### src/rtl/mux_pkg.sv
// Shared constants for the registered N:1 stream multiplexer.
package mux_pkg;
  localparam logic MODE_FIXED = 1'b0;
  localparam logic MODE_RR    = 1'b1;
endpackage

### src/rtl/rr_arbiter.sv
// Combinational round-robin arbiter: searches ptr+1, ptr+2, ... modulo N for the first request.
module rr_arbiter #(
  parameter int unsigned N = 4,
  localparam int unsigned SEL_W = $clog2(N)
) (
  input  logic [N-1:0]     req,
  input  logic [SEL_W-1:0] ptr,
  output logic [N-1:0]     grant,
  output logic [SEL_W-1:0] grant_idx
);

  logic        found;
  int unsigned idx;

  always_comb begin
    grant     = '0;
    grant_idx = '0;
    found     = 1'b0;
    idx       = 0;
    // k = N wraps back to ptr itself, so a lone requester at ptr is re-granted
    for (int unsigned k = 1; k <= N; k++) begin
      idx = (32'(ptr) + k) % N;
      if (!found && req[idx]) begin
        found      = 1'b1;
        grant[idx] = 1'b1;
        grant_idx  = SEL_W'(idx);
      end
    end
  end

endmodule

### src/rtl/mux_nto1_rr_reg.sv
// N-input stream mux with valid/ready per channel, fixed or round-robin selection,
// and a one-entry registered output stage.
module mux_nto1_rr_reg
  import mux_pkg::*;
#(
  parameter int unsigned WIDTH = 4,
  parameter int unsigned N = 4,
  localparam int unsigned SEL_W = $clog2(N)
) (
  input  logic                 clk,
  input  logic                 rst,
  input  logic [N*WIDTH-1:0]   in_data,
  input  logic [N-1:0]         in_valid,
  output logic [N-1:0]         in_ready,
  input  logic                 mode,
  input  logic [SEL_W-1:0]     sel,
  output logic [WIDTH-1:0]     out_data,
  output logic                 out_valid,
  input  logic                 out_ready,
  output logic [SEL_W-1:0]     out_ch
);

  logic [SEL_W-1:0] rr_ptr;
  logic [N-1:0]     rr_grant;
  logic [SEL_W-1:0] rr_idx;
  logic [N-1:0]     fixed_grant;
  logic [N-1:0]     grant;
  logic [SEL_W-1:0] grant_idx;
  logic [WIDTH-1:0] grant_data;
  logic             load_en;
  logic             xfer;

  rr_arbiter #(
    .N(N)
  ) u_arb (
    .req      (in_valid),
    .ptr      (rr_ptr),
    .grant    (rr_grant),
    .grant_idx(rr_idx)
  );

  // Out-of-range sel grants nothing, so the output starves.
  always_comb begin
    fixed_grant = '0;
    if (32'(sel) < N) fixed_grant[sel] = in_valid[sel];
  end

  assign grant     = (mode == MODE_RR) ? rr_grant : fixed_grant;
  assign grant_idx = (mode == MODE_RR) ? rr_idx : sel;
  assign load_en   = !out_valid || out_ready;
  assign in_ready  = grant & {N{load_en && !rst}};
  assign xfer      = |(in_valid & in_ready);

  always_comb begin
    grant_data = '0;
    for (int unsigned i = 0; i < N; i++) begin
      if (grant[i]) grant_data = in_data[i*WIDTH +: WIDTH];
    end
  end

  always_ff @(posedge clk or posedge rst) begin
    if (rst) begin
      out_valid <= 1'b0;
      out_data  <= '0;
      out_ch    <= '0;
      rr_ptr    <= SEL_W'(N - 1);
    end else if (xfer) begin
      out_valid <= 1'b1;
      out_data  <= grant_data;
      out_ch    <= grant_idx;
      if (mode == MODE_RR) rr_ptr <= grant_idx;
    end else if (out_ready) begin
      out_valid <= 1'b0;
    end
  end

endmodule
### config.mk
export PLATFORM = sky130hd
export DESIGN_NAME = mux_nto1_rr_reg
export DESIGN_NICKNAME = d
export VERILOG_FILES = /design/src/rtl/mux_pkg.sv /design/src/rtl/rr_arbiter.sv /design/src/rtl/mux_nto1_rr_reg.sv
export SDC_FILE = /design/constraint.sdc
export NUM_CORES = 1
export LEC_CHECK = 0
export ABC_AREA = 1
export ABC_CLOCK_PERIOD_IN_PS = 3330
export CAP_MARGIN = 20
export CORE_UTILIZATION = 25
export DETAILED_ROUTE_END_ITERATION = 8
export DONT_BUFFER_PORTS = 1
export SYNTH_ARGS = -nofsm -noshare
export SYNTH_HDL_FRONTEND = slang
export SYNTH_SLANG_ARGS = --single-unit
### constraint.sdc
create_clock -name clk -period 3.33 [get_ports clk]
set_input_delay 0.4995 -clock clk [delete_from_list [all_inputs] [get_ports clk]]
set_output_delay 0.4995 -clock clk [all_outputs]
set_load 0.05 [all_outputs]
==> metrics.csv <==
stage,metric,value,unit
status,status,completed,
global_routing,overflow,0,
cells_and_area,fin_util,29.7,%
die,die_y,73.9,um
cells_and_area,seqCellArea,228,sq um
cells_and_area,fill_cells,534,
critical_path,cp_cell_sequence,inv_8 > ha_1 > inv_1 > nand2_1 > nand2_4 > inv_2 > nor2_2 > nand3_1 > nand3_2 > nand2_2 > nand2_4 > inv_1 > nor2_1 > buf_4,
cells_and_area,diodes,0,
timing,setup_violations,0,
clock_network,clockBufferDepth,2,
clock_network,hold_buffers,0,
critical_path,crit_fanout,11,
global_routing,grt_pass1_wl,5.12,mm
logic_synthesis,ys_seq_area_share,17.6,%
timing,skew,0.00186,ns
timing,hold_viol,0,
timing,worst_pin_slew,0.687,ns
timing,min_period_over_period,95.7,%
critical_path,crit_path_top_delay_cell,dfstp_2,
pwr,p_leak,0.714,nW
logic_synthesis,avgSynthCellArea,7.07,sq um
min_path,hold_class,in2async,
cells_and_area,layout-drive-gt1-share,30.5,%
placement,dp_hpwl,2.56,mm
cells_and_area,multi_input_area,948,sq um
global_routing,grt_pass1_vias,1136,
pwr,power_density,997,nW/um^2
placement,place_congestion,0.942,
global_routing,grt_max_degree,15,
die,row_count,25,
critical_path,max_stage_delay,0.70,ns
routing,ant_nets,0,
critical_path,r2r_cells,16,
die,dieArea,5470,sq um
placement,dpl_cell_area,1400,sq um
routing,vias,1151,
timing,rsz0062_at_grt,false,
logic_synthesis,synth_cells,183,
global_routing,antenna_found_initial,0,
critical_path,crit_arrival,2.69,ns
critical_path,reg2reg_to,out_ch[1],
critical_path,critPathKind,reg2out,
clock_network,clk_latency,0.23,ns
routing,viasPerCell,4.48,
critical_path,rrSetupSlack,0.73,ns
die,io_pins,37,
clock_network,root_buffer,clkbuf_8,
routing,drt-pass1-iter-count,4,
global_routing,grt_usage,11.9,%
logic_synthesis,synth_cell_types,30,
cells_and_area,area_growth,11.4,%
logic_synthesis,ys_top_cells_by_area,"nand2_1 (15%), dfrtp_1 (14%), ha_1 (7.7%), nand2_2 (7.3%), nand3_1 (6.6%)",
critical_path,worst_setup_path_end_kind,primary output,
logic_synthesis,yosys_warnings,0,
logic_synthesis,synth_largest_type_area_fraction,15.1,%
critical_path,required,2.83,ns
logic_synthesis,synth-seq-cells,9,
die,core_area,4850,sq um
cells_and_area,fin_area,1440,sq um
routing,drtIter0Drc,23,
clock_network,cts_setup_buffers,0,
routing,drt_wl_total,3.03,mm
job,cap_violations,0,
timing,drv_slew,0,
logic_synthesis,syn_nets,217,
cells_and_area,nets,225,
placement,port-buffer-count,0,
logic_synthesis,synthesis.area,1290,sq um
timing,tns,0,ns
clock_network,cts.sinks,9,
die,start_util,26.7,%
timing,timing.fmax,314,MHz
die,fp.dieW,73.9,um
critical_path,rr_startpoint,rr_ptr[0],
critical_path,cp-start-kind,flop,
clock_network,cts_tree,built,
clock_network,cts_resized,0,
clock_network,clkTransAtPathRegs,0.04,ns
routing,drc,0,
clock_network,htreeDepth,1,
timing,slew_headroom,53.8,%
routing,wl_per_cell,11.8,um
pwr,ir_drop,0.427,mV
timing,min_period,3.19,ns
clock_network,cts_buffers,3,
logic_synthesis,synth.largest_area_cell,nand2_1,
registers in the layout, summed over array words and instances, names as in the netlist:
signal,count
out_ch,2
out_data,4
out_valid,1
rr_ptr,2
synthesized netlist by cell type:
| cell type | number |
|---|---|
| a21boi_2 | 2 |
| a21oi_1 | 5 |
| a21oi_2 | 2 |
| and2_4 | 1 |
| buf_6 | 1 |
| clkbuf_4 | 1 |
| dfrtp_1 | 7 |
| dfstp_2 | 2 |
| ha_1 | 8 |
| inv_1 | 18 |
| inv_2 | 3 |
| inv_6 | 1 |
| inv_8 | 1 |
| nand2_1 | 52 |
| nand2_2 | 15 |
| nand2_4 | 7 |
| nand3_1 | 17 |
| nand3_2 | 7 |
| nand3_4 | 4 |
| nand4_1 | 6 |
| nor2_1 | 5 |
| nor2_2 | 2 |
| nor2_4 | 2 |
| nor4_1 | 1 |
| o21ai_0 | 4 |
| o21ai_2 | 1 |
| o22ai_1 | 1 |
| o31ai_1 | 2 |
| or2_1 | 4 |
| xor2_1 | 1 |
report_power, final:
part / internal, W / switching [W] / leakage, nW / total (W)
logic: 0.000331 / 0.000608 / 0.583 / 0.000939
registers: 0.000166 / 0.000208 / 0.109 / 0.000375
clock network: 0.0000832 / 0.0000404 / 0.0228 / 0.000124
worst max-delay path by stage:
stage,slack [ns],cells after the start,to,startpoint
6_report,0.14,14,in_ready[2],rr_ptr[0]
4_1_cts,0.13,14,in_ready[2],rr_ptr[0]
2_1_floorplan,0.22,14,in_ready[2],rr_ptr[0]
3_3_place_gp,0.42,14,in_ready[2],rr_ptr[0]
3_5_place_dp,0.38,14,in_ready[2],rr_ptr[0]
5_1_grt,0.00001,14,in_ready[2],rr_ptr[0]
per-layer routing:
| layer | global-route usage, % | share of wire (%) | up-vias |
|---|---|---|---|
| met1 | 16.7 | 48 | 503 |
| met4 | 0.855 | 0.50 | 0 |
| li1 | - | - | 609 |
| met5 | 0 | 0 | - |
| met3 | 3.12 | 6.1 | 2 |
| met2 | 19.3 | 46 | 37 |
kinds of logic (layout without fill, tap and decap cells):
kind of cell               Yosys count  in the layout  share of synthesized area, %
AOI/OAI and AO/OA                   17             17                          8.90
buffers and inverters               25             32                          9.09
and+or+nand+nor                    123            123                          56.0
DFF                                  9              9                          17.6
xor gates and xnor gates             1              1                         0.677
adders and majority gates            8              8                          7.74
worst max-delay path, delay by kind of cell, from the launching register on:
family	cells	cell delay, ns
adder cells (fa/ha/maj)	1	0.37
buffers and inverters	5	0.58
flip-flops	1	0.70
AND/OR/NAND/NOR	8	0.80
area by class of cell:
cell class / instances / share of cell area, %
multi-input cells: 149 / 65.8
repair buffers: 5 / 2.60
clock buffers: 4 / 3.13
inverters: 23 / 6.86
well taps: 67 / 5.82
flip-flops and latches: 9 / 15.8
cells in the final DEF, fill, tap and decap left out, types with 3 or more instances in the layout:
| master | instances |
|---|---|
| nand3_2 | 7 |
| or2_1 | 4 |
| a21oi_1 | 5 |
| nand2_1 | 52 |
| nand3_1 | 17 |
| dfrtp_1 | 7 |
| buf_4 | 5 |
| inv_2 | 3 |
| nor2_1 | 5 |
| nand4_1 | 6 |
| nand2_2 | 15 |
| inv_1 | 18 |
| ha_1 | 8 |
| nand3_4 | 4 |
| o21ai_0 | 4 |
| clkbuf_8 | 3 |
| nand2_4 | 7 |
per-stage QoR:
stage | power, W | setup WS (ns) | cells | hold slack, ns
2_1_floorplan | 0.00116 | 0.221 | 183 | 0.332
3_3_place_gp | 0.00132 | 0.417 | 253 | 0.372
3_5_place_dp | 0.00132 | 0.382 | 253 | 0.381
4_1_cts | 0.00145 | 0.131 | 257 | 0.137
5_1_grt | 0.00158 | 0.0000127 | 257 | 0.148
6_report | 0.00144 | 0.144 | 257 | 0.128
Note: power is estimated with default switching activity, not from simulation.
